File: src/rtl/if_fetch_unit_pkg.sv
// rtl/if_fetch_unit_pkg.sv - shared constants and types for the instruction fetch stage
package if_fetch_unit_pkg;

  localparam logic [31:0] RESET_PC_DEF = 32'h0040_0000;
  localparam logic [31:0] NOP_INSTR    = 32'h0000_0000;

  typedef enum logic [1:0] {
    ST_IDLE    = 2'd0,
    ST_WAIT    = 2'd1,
    ST_DISCARD = 2'd2
  } fetch_state_e;

  typedef struct packed {
    logic [31:0] pc_4;
    logic [31:0] instr;
  } fetch_entry_t;

  function automatic logic [31:0] word_align(input logic [31:0] addr);
    return addr & 32'hFFFF_FFFC;
  endfunction

endpackage

File: src/rtl/if_fetch_unit_if.sv
// rtl/if_fetch_unit_if.sv - IF/ID handshake and instruction memory port bundle
interface if_fetch_unit_if;

  logic        Block_IF_ID_Write;
  logic        Redirect;
  logic [31:0] Redirect_PC;
  logic        imem_req;
  logic [31:0] imem_addr;
  logic        imem_gnt;
  logic        imem_rvalid;
  logic [31:0] imem_rdata;
  logic [31:0] out_PC_4;
  logic [31:0] out_Instruction;
  logic        out_Valid;

  modport master (
    input  Block_IF_ID_Write, Redirect, Redirect_PC, imem_gnt, imem_rvalid, imem_rdata,
    output imem_req, imem_addr, out_PC_4, out_Instruction, out_Valid
  );

  modport slave (
    output Block_IF_ID_Write, Redirect, Redirect_PC, imem_gnt, imem_rvalid, imem_rdata,
    input  imem_req, imem_addr, out_PC_4, out_Instruction, out_Valid
  );

endinterface

File: src/rtl/if_fetch_unit_fetch_fifo.sv
// rtl/if_fetch_unit_fetch_fifo.sv - synchronous fetch buffer of {pc_4, instr} entries
module fetch_fifo
  import if_fetch_unit_pkg::*;
#(
  parameter  int DEPTH = 2,
  localparam int AW    = $clog2(DEPTH),
  localparam int CW    = AW + 1
) (
  input  logic          clk,
  input  logic          reset,
  input  logic          push,
  input  fetch_entry_t  push_data,
  input  logic          pop,
  input  logic          flush,
  output logic [CW-1:0] count,
  output fetch_entry_t  head
);

  fetch_entry_t  mem_q [DEPTH];
  logic [AW-1:0] wr_ptr_q, wr_ptr_d;
  logic [AW-1:0] rd_ptr_q, rd_ptr_d;
  logic [CW-1:0] count_q, count_d;
  logic          do_push, do_pop;

  // flush wins over a same-cycle push so a redirected stream never leaks a word
  always_comb begin
    do_push  = push && !flush;
    do_pop   = pop && !flush && (count_q != '0);
    wr_ptr_d = wr_ptr_q;
    rd_ptr_d = rd_ptr_q;
    count_d  = count_q;
    if (flush) begin
      wr_ptr_d = '0;
      rd_ptr_d = '0;
      count_d  = '0;
    end else begin
      if (do_push) wr_ptr_d = wr_ptr_q + AW'(1);
      if (do_pop)  rd_ptr_d = rd_ptr_q + AW'(1);
      case ({do_push, do_pop})
        2'b10:   count_d = count_q + CW'(1);
        2'b01:   count_d = count_q - CW'(1);
        default: count_d = count_q;
      endcase
    end
  end

  always_ff @(posedge clk or posedge reset) begin
    if (reset) begin
      wr_ptr_q <= '0;
      rd_ptr_q <= '0;
      count_q  <= '0;
    end else begin
      wr_ptr_q <= wr_ptr_d;
      rd_ptr_q <= rd_ptr_d;
      count_q  <= count_d;
    end
  end

  always_ff @(posedge clk) begin
    if (do_push) mem_q[wr_ptr_q] <= push_data;
  end

  assign count = count_q;
  assign head  = mem_q[rd_ptr_q];

endmodule

File: src/rtl/if_fetch_unit.sv
// rtl/if_fetch_unit.sv - MIPS IF stage: PC, single-outstanding imem fetch, buffered IF/ID feed
module if_fetch_unit
  import if_fetch_unit_pkg::*;
#(
  parameter logic [31:0] RESET_PC   = RESET_PC_DEF,
  parameter int          FIFO_DEPTH = 2
) (
  input logic             clk,
  input logic             reset,
  if_fetch_unit_if.master bus
);

  localparam int CW = $clog2(FIFO_DEPTH) + 1;

  fetch_state_e  state_q, state_d;
  logic [31:0]   pc_q, pc_d;
  logic [31:0]   req_pc_4_q, req_pc_4_d;
  logic [CW-1:0] fifo_count;
  fetch_entry_t  fifo_head, push_entry;
  logic          push, pop, req;

  // Credit: in IDLE nothing is in flight, so only buffered entries count.
  assign req = (state_q == ST_IDLE) && (fifo_count < CW'(FIFO_DEPTH))
               && !bus.Redirect && !reset;

  assign bus.imem_req        = req;
  assign bus.imem_addr       = pc_q;
  assign bus.out_Valid       = (fifo_count != '0);
  assign bus.out_PC_4        = bus.out_Valid ? fifo_head.pc_4  : RESET_PC;
  assign bus.out_Instruction = bus.out_Valid ? fifo_head.instr : NOP_INSTR;

  assign pop              = bus.out_Valid && !bus.Block_IF_ID_Write && !bus.Redirect;
  assign push_entry.pc_4  = req_pc_4_q;
  assign push_entry.instr = bus.imem_rdata;

  always_comb begin
    state_d    = state_q;
    pc_d       = pc_q;
    req_pc_4_d = req_pc_4_q;
    push       = 1'b0;
    unique case (state_q)
      ST_IDLE: begin
        if (req && bus.imem_gnt) begin
          pc_d       = pc_q + 32'd4;
          req_pc_4_d = pc_q + 32'd4;
          state_d    = ST_WAIT;
        end
      end
      ST_WAIT: begin
        // a word landing together with a redirect is stale and already consumed
        if (bus.imem_rvalid) begin
          push    = !bus.Redirect;
          state_d = ST_IDLE;
        end else if (bus.Redirect) begin
          state_d = ST_DISCARD;
        end
      end
      ST_DISCARD: begin
        if (bus.imem_rvalid) state_d = ST_IDLE;
      end
      default: state_d = ST_IDLE;
    endcase
    if (bus.Redirect) pc_d = word_align(bus.Redirect_PC);
  end

  always_ff @(posedge clk or posedge reset) begin
    if (reset) begin
      state_q    <= ST_IDLE;
      pc_q       <= RESET_PC;
      req_pc_4_q <= RESET_PC;
    end else begin
      state_q    <= state_d;
      pc_q       <= pc_d;
      req_pc_4_q <= req_pc_4_d;
    end
  end

  fetch_fifo #(.DEPTH(FIFO_DEPTH)) u_fifo (
    .clk       (clk),
    .reset     (reset),
    .push      (push),
    .push_data (push_entry),
    .pop       (pop),
    .flush     (bus.Redirect),
    .count     (fifo_count),
    .head      (fifo_head)
  );

endmodule

File: src/flat_wrapper.sv
// flat-port wrapper written by rule: the top's interface ports become plain ports
module if_fetch_unit_flat import if_fetch_unit_pkg::*;
#(
  parameter logic [31:0] RESET_PC   = RESET_PC_DEF,
  parameter int          FIFO_DEPTH = 2
)
  (clk, reset, bus_Block_IF_ID_Write, bus_Redirect, bus_Redirect_PC, bus_imem_gnt, bus_imem_rvalid, bus_imem_rdata, bus_imem_req, bus_imem_addr, bus_out_PC_4, bus_out_Instruction, bus_out_Valid);
  if_fetch_unit_if bus_i ();
  input logic clk;
  input logic reset;
  input wire logic [$bits(bus_i.Block_IF_ID_Write)-1:0] bus_Block_IF_ID_Write;
  input wire logic [$bits(bus_i.Redirect)-1:0] bus_Redirect;
  input wire logic [$bits(bus_i.Redirect_PC)-1:0] bus_Redirect_PC;
  input wire logic [$bits(bus_i.imem_gnt)-1:0] bus_imem_gnt;
  input wire logic [$bits(bus_i.imem_rvalid)-1:0] bus_imem_rvalid;
  input wire logic [$bits(bus_i.imem_rdata)-1:0] bus_imem_rdata;
  output wire logic [$bits(bus_i.imem_req)-1:0] bus_imem_req;
  output wire logic [$bits(bus_i.imem_addr)-1:0] bus_imem_addr;
  output wire logic [$bits(bus_i.out_PC_4)-1:0] bus_out_PC_4;
  output wire logic [$bits(bus_i.out_Instruction)-1:0] bus_out_Instruction;
  output wire logic [$bits(bus_i.out_Valid)-1:0] bus_out_Valid;
  assign bus_i.Block_IF_ID_Write = bus_Block_IF_ID_Write;
  assign bus_i.Redirect = bus_Redirect;
  assign bus_i.Redirect_PC = bus_Redirect_PC;
  assign bus_i.imem_gnt = bus_imem_gnt;
  assign bus_i.imem_rvalid = bus_imem_rvalid;
  assign bus_i.imem_rdata = bus_imem_rdata;
  assign bus_imem_req = bus_i.imem_req;
  assign bus_imem_addr = bus_i.imem_addr;
  assign bus_out_PC_4 = bus_i.out_PC_4;
  assign bus_out_Instruction = bus_i.out_Instruction;
  assign bus_out_Valid = bus_i.out_Valid;
  if_fetch_unit #(.RESET_PC(RESET_PC), .FIFO_DEPTH(FIFO_DEPTH)) u_core (.clk(clk), .reset(reset), .bus(bus_i));
endmodule
File: config.mk
export PLATFORM = sky130hd
export DESIGN_NAME = if_fetch_unit_flat
export DESIGN_NICKNAME = d
export VERILOG_FILES = /design/src/rtl/if_fetch_unit_pkg.sv /design/src/rtl/if_fetch_unit_if.sv /design/src/rtl/if_fetch_unit_fetch_fifo.sv /design/src/rtl/if_fetch_unit.sv /design/src/flat_wrapper.sv
export SDC_FILE = /design/constraint.sdc
export NUM_CORES = 1
export LEC_CHECK = 0
export ABC_AREA = 1
export CORE_ASPECT_RATIO = 1.25
export CORE_MARGIN = 10
export CORE_UTILIZATION = 40
export DETAILED_ROUTE_END_ITERATION = 6
export GPL_TIMING_DRIVEN = 1
export RECOVER_POWER = 25
export SLEW_MARGIN = 20
export SYNTH_ARGS = -nofsm -noshare
export SYNTH_HDL_FRONTEND = slang
export SYNTH_SLANG_ARGS = --single-unit
File: constraint.sdc
create_clock -name clk -period 8 [get_ports clk]
set_input_delay 2.4 -clock clk [delete_from_list [all_inputs] [get_ports clk]]
set_output_delay 2.4 -clock clk [all_outputs]
set_load 0.01 [all_outputs]
==> impl_metrics.prom <==
# TYPE chip_impl_metric gauge
chip_impl_metric{name="r2r_slack",unit="ps"} 5450
chip_impl_metric{name="drv_slew",unit=""} 0
chip_impl_info{name="critical_path.startpoint",value="bus_Redirect"} 1
chip_impl_metric{name="nFillCells",unit=""} 1890
chip_impl_info{name="timing_worst_setup_path_type",value="primary input to output pin"} 1
chip_impl_metric{name="dpl-instance-area",unit="µm²"} 10100
chip_impl_metric{name="max_slew.worst_pin.slew",unit="ps"} 1000
chip_impl_metric{name="crit_fanout",unit=""} 33
chip_impl_metric{name="design.portCount",unit=""} 168
chip_impl_metric{name="finClkSkew",unit="ps"} 12.6
chip_impl_metric{name="globalRoute.totalOverflow",unit=""} 0
chip_impl_metric{name="dpl.cell_count",unit=""} 1260
chip_impl_metric{name="post_layout_net_count",unit=""} 1080
chip_impl_metric{name="critPathArrivalTime",unit="ps"} 3970
chip_impl_metric{name="wl_per_cell",unit="µm"} 16.3
chip_impl_metric{name="clock_path_buffers",unit=""} 2
chip_impl_metric{name="cts_post_setup_buffers_inserted",unit=""} 0
chip_impl_metric{name="cts-hold-fix-buffers",unit=""} 0
chip_impl_metric{name="fin_crit",unit="ps"} 6370
chip_impl_metric{name="synth-seq-cells",unit=""} 190
chip_impl_metric{name="insertion_delay",unit="ps"} 430
chip_impl_metric{name="power_density",unit="nW/µm²"} 281
chip_impl_metric{name="ir_drop_worst_case_vdd",unit="mV"} 0.162
chip_impl_metric{name="core",unit="µm²"} 20100
chip_impl_metric{name="clock_tree.htree_level_count",unit=""} 4
chip_impl_metric{name="detail_route.wirelength",unit="µm"} 21100
chip_impl_metric{name="worst_slew_margin_rel",unit="%"} 32.9
chip_impl_metric{name="routed_vias_inst",unit=""} 4.69
chip_impl_info{name="worst_r2r_endpoint",value="u_core.u_fifo.mem_q[0][14]"} 1
chip_impl_metric{name="report.final.setup_viol",unit=""} 0
chip_impl_metric{name="synth_cell_types",unit=""} 30
chip_impl_metric{name="clkTransAtPathRegs",unit="ps"} 70
chip_impl_metric{name="fin_ws",unit="ps"} 1630
chip_impl_metric{name="place_worst_setup_slack",unit="ps"} 1640
chip_impl_metric{name="yosysWarnings",unit=""} 0
chip_impl_metric{name="die_w",unit="µm"} 148
chip_impl_metric{name="ant_nets",unit=""} 0
chip_impl_metric{name="area.growth.synth_to_final",unit="%"} 31.0
chip_impl_metric{name="first_iter_violations",unit=""} 353
chip_impl_metric{name="postSynthCellCount",unit=""} 850
chip_impl_metric{name="firstDrtPassIters",unit=""} 4
chip_impl_info{name="cell_type_with_the_highest_aggregate_area_in_the_netlist",value="sky130_fd_sc_hd__edfxtp_1"} 1
chip_impl_metric{name="total_leakage_power",unit="nW"} 4.39
chip_impl_metric{name="clock.fmax",unit="MHz"} 157
chip_impl_info{name="run_status",value="completed"} 1
chip_impl_metric{name="cts_repair_resize_count",unit=""} 0
chip_impl_metric{name="syn_area",unit="µm²"} 8170
chip_impl_metric{name="maximum_number_of_pins_on_one_net_before_global_route_repair",unit=""} 68
chip_impl_metric{name="fin_tns_setup",unit="ps"} 0
chip_impl_metric{name="synth_top_area_share",unit="%"} 45.6
chip_impl_metric{name="rows",unit=""} 58
chip_impl_info{name="worst_hold_path_type",value="flop to flop"} 1
chip_impl_metric{name="initial_antenna_violation_count",unit=""} 1
chip_impl_metric{name="grt_pass1_wl",unit="µm"} 33700
chip_impl_info{name="synth.area.top_cells",value="sky130_fd_sc_hd__edfxtp_1, sky130_fd_sc_hd__dfrtp_1, sky130_fd_sc_hd__nand2_1"} 1
chip_impl_metric{name="reg2reg_depth",unit=""} 4
chip_impl_metric{name="critical_path_max_stage_delay",unit="ps"} 530
chip_impl_info{name="clock-root-buffer",value="sky130_fd_sc_hd__clkbuf_16"} 1
chip_impl_metric{name="drt_drc_violations_left",unit=""} 0
chip_impl_metric{name="finish.utilization",unit="%"} 53.2
chip_impl_metric{name="port_buffers",unit=""} 161
chip_impl_info{name="critical_path.startpoint_type",value="primary input"} 1
chip_impl_metric{name="synth-seq-area-share",unit="%"} 65.9
chip_impl_metric{name="cts_sinks",unit=""} 190
chip_impl_info{name="crit_path_top_delay_cell",value="sky130_fd_sc_hd__clkdlybuf4s50_1"} 1
chip_impl_info{name="unrepaired_setup_endpoints_after_global_routing",value="false"} 1
chip_impl_info{name="tritoncts",value="done"} 1
chip_impl_metric{name="total_die_area",unit="µm²"} 26600
chip_impl_metric{name="initial_core_util",unit="%"} 40.6
chip_impl_metric{name="cp.required",unit="ps"} 5600
chip_impl_metric{name="cts_made_buffers",unit=""} 17
chip_impl_info{name="cp_common_cell",value="sky130_fd_sc_hd__clkdlybuf4s50_1"} 1
chip_impl_info{name="crit_end",value="bus_imem_req"} 1
chip_impl_metric{name="post-route-period-util",unit="%"} 79.6
chip_impl_metric{name="die_h",unit="µm"} 180
chip_impl_metric{name="postSynthAreaPerCell",unit="µm²"} 9.61
chip_impl_metric{name="drive_above_1_share",unit="%"} 5.87
chip_impl_metric{name="max_cap_viol_count",unit=""} 0
chip_impl_metric{name="gpl.final_weighted_congestion",unit=""} 0.880
chip_impl_metric{name="route.vias.total",unit=""} 6065
chip_impl_metric{name="hold_viol_final",unit=""} 0
chip_impl_info{name="path_cells",value="clkdlybuf4s50_1 > buf_4 > nor2_4 > nand3_1 > inv_1 > clkdlybuf4s50_1"} 1
chip_impl_info{name="setup.worst_path.end_class",value="output pin"} 1
chip_impl_metric{name="grt_util_all_layers",unit="%"} 16.1
chip_impl_metric{name="grt_pass1_vias",unit=""} 6058
chip_impl_metric{name="stdcell_area",unit="µm²"} 10700
chip_impl_metric{name="dp_hpwl",unit="µm"} 14900
chip_impl_info{name="r2r_start",value="u_core.state_q[1]"} 1
chip_impl_metric{name="final_standard_cell_count_with_taps_included_and_fillers_excluded",unit=""} 1293
-- registers in the layout, indices dropped and copies added, names as in the netlist --
signal and count:
u_core.bus.imem_addr 30, u_core.req_pc_4_q 30, u_core.state_q 2, u_core.u_fifo.count 2, u_core.u_fifo.mem_q 124, u_core.u_fifo.rd_ptr_q 1
u_core.u_fifo.wr_ptr_q 1
-- power breakdown --
part | internal, W | switching [W] | total [W] | leakage, nW
logic | 0.000392 | 0.000462 | 0.000855 | 2.16
registers | 0.00120 | 0.0000972 | 0.00130 | 1.94
clock network | 0.000477 | 0.000373 | 0.000850 | 0.295
total | 0.00207 | 0.000933 | 0.00300 | 4.39
-- layout by cell type, fill, tap and decap left out, types with 2 or more instances in the layout --
| master | synthesis | layout |
|---|---|---|
| sky130_fd_sc_hd__buf_4 | 4 | 8 |
| sky130_fd_sc_hd__nand3_1 | 43 | 43 |
| sky130_fd_sc_hd__a21oi_1 | 65 | 65 |
| sky130_fd_sc_hd__nor2_2 | 5 | 4 |
| sky130_fd_sc_hd__inv_6 | 0 | 6 |
| sky130_fd_sc_hd__edfxtp_1 | 124 | 124 |
| sky130_fd_sc_hd__xor2_1 | 6 | 6 |
| sky130_fd_sc_hd__o211ai_1 | 2 | 2 |
| sky130_fd_sc_hd__dlygate4sd3_1 | 0 | 29 |
| sky130_fd_sc_hd__inv_1 | 49 | 48 |
| sky130_fd_sc_hd__clkbuf_16 | 0 | 17 |
| sky130_fd_sc_hd__conb_1 | 1 | 4 |
| sky130_fd_sc_hd__nor2_1 | 44 | 42 |
| sky130_fd_sc_hd__clkinv_1 | 2 | 2 |
| sky130_fd_sc_hd__xnor2_1 | 2 | 2 |
| sky130_fd_sc_hd__nor3_1 | 2 | 2 |
| sky130_fd_sc_hd__dfrtp_1 | 64 | 63 |
| sky130_fd_sc_hd__nand2_1 | 371 | 371 |
| sky130_fd_sc_hd__inv_2 | 4 | 5 |
| sky130_fd_sc_hd__nor2_4 | 2 | 5 |
| sky130_fd_sc_hd__bufinv_16 | 0 | 2 |
| sky130_fd_sc_hd__clkdlybuf4s50_1 | 0 | 132 |
| sky130_fd_sc_hd__clkinv_4 | 0 | 2 |
| sky130_fd_sc_hd__o21bai_1 | 2 | 2 |
| sky130_fd_sc_hd__o21ai_0 | 20 | 20 |
| sky130_fd_sc_hd__inv_4 | 0 | 3 |
-- through the flow --
stage | total power [W] | hold WS, ps
6_report | 0.00300 | 475
2_1_floorplan | 0.00170 | 442
4_1_cts | 0.00305 | 471
3_3_place_gp | 0.00216 | 450
5_1_grt | 0.00317 | 485
3_5_place_dp | 0.00220 | 455
-- cells in the mapped netlist --
cell type                  count
sky130_fd_sc_hd__nor2_4        2
sky130_fd_sc_hd__o21ai_0      20
sky130_fd_sc_hd__nand3_1      43
sky130_fd_sc_hd__nor2_2        5
sky130_fd_sc_hd__o21bai_1      2
sky130_fd_sc_hd__buf_4         4
sky130_fd_sc_hd__buf_1         4
sky130_fd_sc_hd__o211ai_1      2
sky130_fd_sc_hd__conb_1        1
sky130_fd_sc_hd__clkbuf_1     21
sky130_fd_sc_hd__nor3_1        2
sky130_fd_sc_hd__inv_1        49
sky130_fd_sc_hd__nor2_1       44
sky130_fd_sc_hd__edfxtp_1    124
sky130_fd_sc_hd__inv_2         4
sky130_fd_sc_hd__nand4_4       1
sky130_fd_sc_hd__buf_2         4
sky130_fd_sc_hd__dfstp_2       2
sky130_fd_sc_hd__xor2_1        6
sky130_fd_sc_hd__buf_6         1
sky130_fd_sc_hd__dfrtp_1      64
sky130_fd_sc_hd__nand4_1       1
sky130_fd_sc_hd__nand2_2       1
sky130_fd_sc_hd__a21oi_1      65
sky130_fd_sc_hd__clkinv_1      2
sky130_fd_sc_hd__or4_1         1
sky130_fd_sc_hd__ha_1          1
sky130_fd_sc_hd__xnor2_1       2
sky130_fd_sc_hd__nand2_1     371
sky130_fd_sc_hd__or2_2         1
-- layout make-up --
class | instances | area (µm²) | area share, %
sequential | 190 | 5380 | 50.3
multi-input combinational | 574 | 2460 | 23.0
timing repair buffer | 171 | 1720 | 16.1
clock buffer | 19 | 443 | 4.14
tap | 270 | 338 | 3.16
inverter | 55 | 206 | 1.93
clock inverter | 13 | 149 | 1.39
antenna | 1 | 2.50 | 0.0234
-- logic make-up after synthesis --
| kind of cell | after synthesis | synth area share [%] |
|---|---|---|
| and+or+nand+nor | 472 | 23.1 |
| DFF | 190 | 65.9 |
| AOI/OAI and AO/OA | 89 | 5.58 |
| buffers and inverters | 89 | 4.43 |
| xor gates and xnor gates | 8 | 0.858 |
| adders and majority gates | 1 | 0.153 |
| other | 1 | 0.0459 |
-- critical path, delay by kind of cell --
| kind | cells | cell delay [ps] |
|---|---|---|
| simple gates | 2 | 260 |
| buf+inv | 4 | 1260 |
-- worst min path at each step --
| stage | start | to | slack [ps] | cells after the start |
|---|---|---|---|---|
| floorplan | u_core.req_pc_4_q[2] | u_core.u_fifo.mem_q[0][34] | 440 | 0 |
| global placement | u_core.req_pc_4_q[27] | u_core.u_fifo.mem_q[0][59] | 450 | 0 |
| detailed placement | u_core.req_pc_4_q[19] | u_core.u_fifo.mem_q[0][51] | 450 | 0 |
| CTS | u_core.req_pc_4_q[19] | u_core.u_fifo.mem_q[1][51] | 470 | 0 |
| global route | u_core.req_pc_4_q[14] | u_core.u_fifo.mem_q[1][46] | 490 | 0 |
| finish | u_core.req_pc_4_q[19] | u_core.u_fifo.mem_q[0][51] | 480 | 0 |
-- per-layer routing --
layer | track usage, % | wire [µm]
met1 | 19.8 | 9220
met5 | 0 | 0
met2 | 27.3 | 10900
met4 | 5.60 | 278
met3 | 3.37 | 725
(Power assumes the default switching activity.)
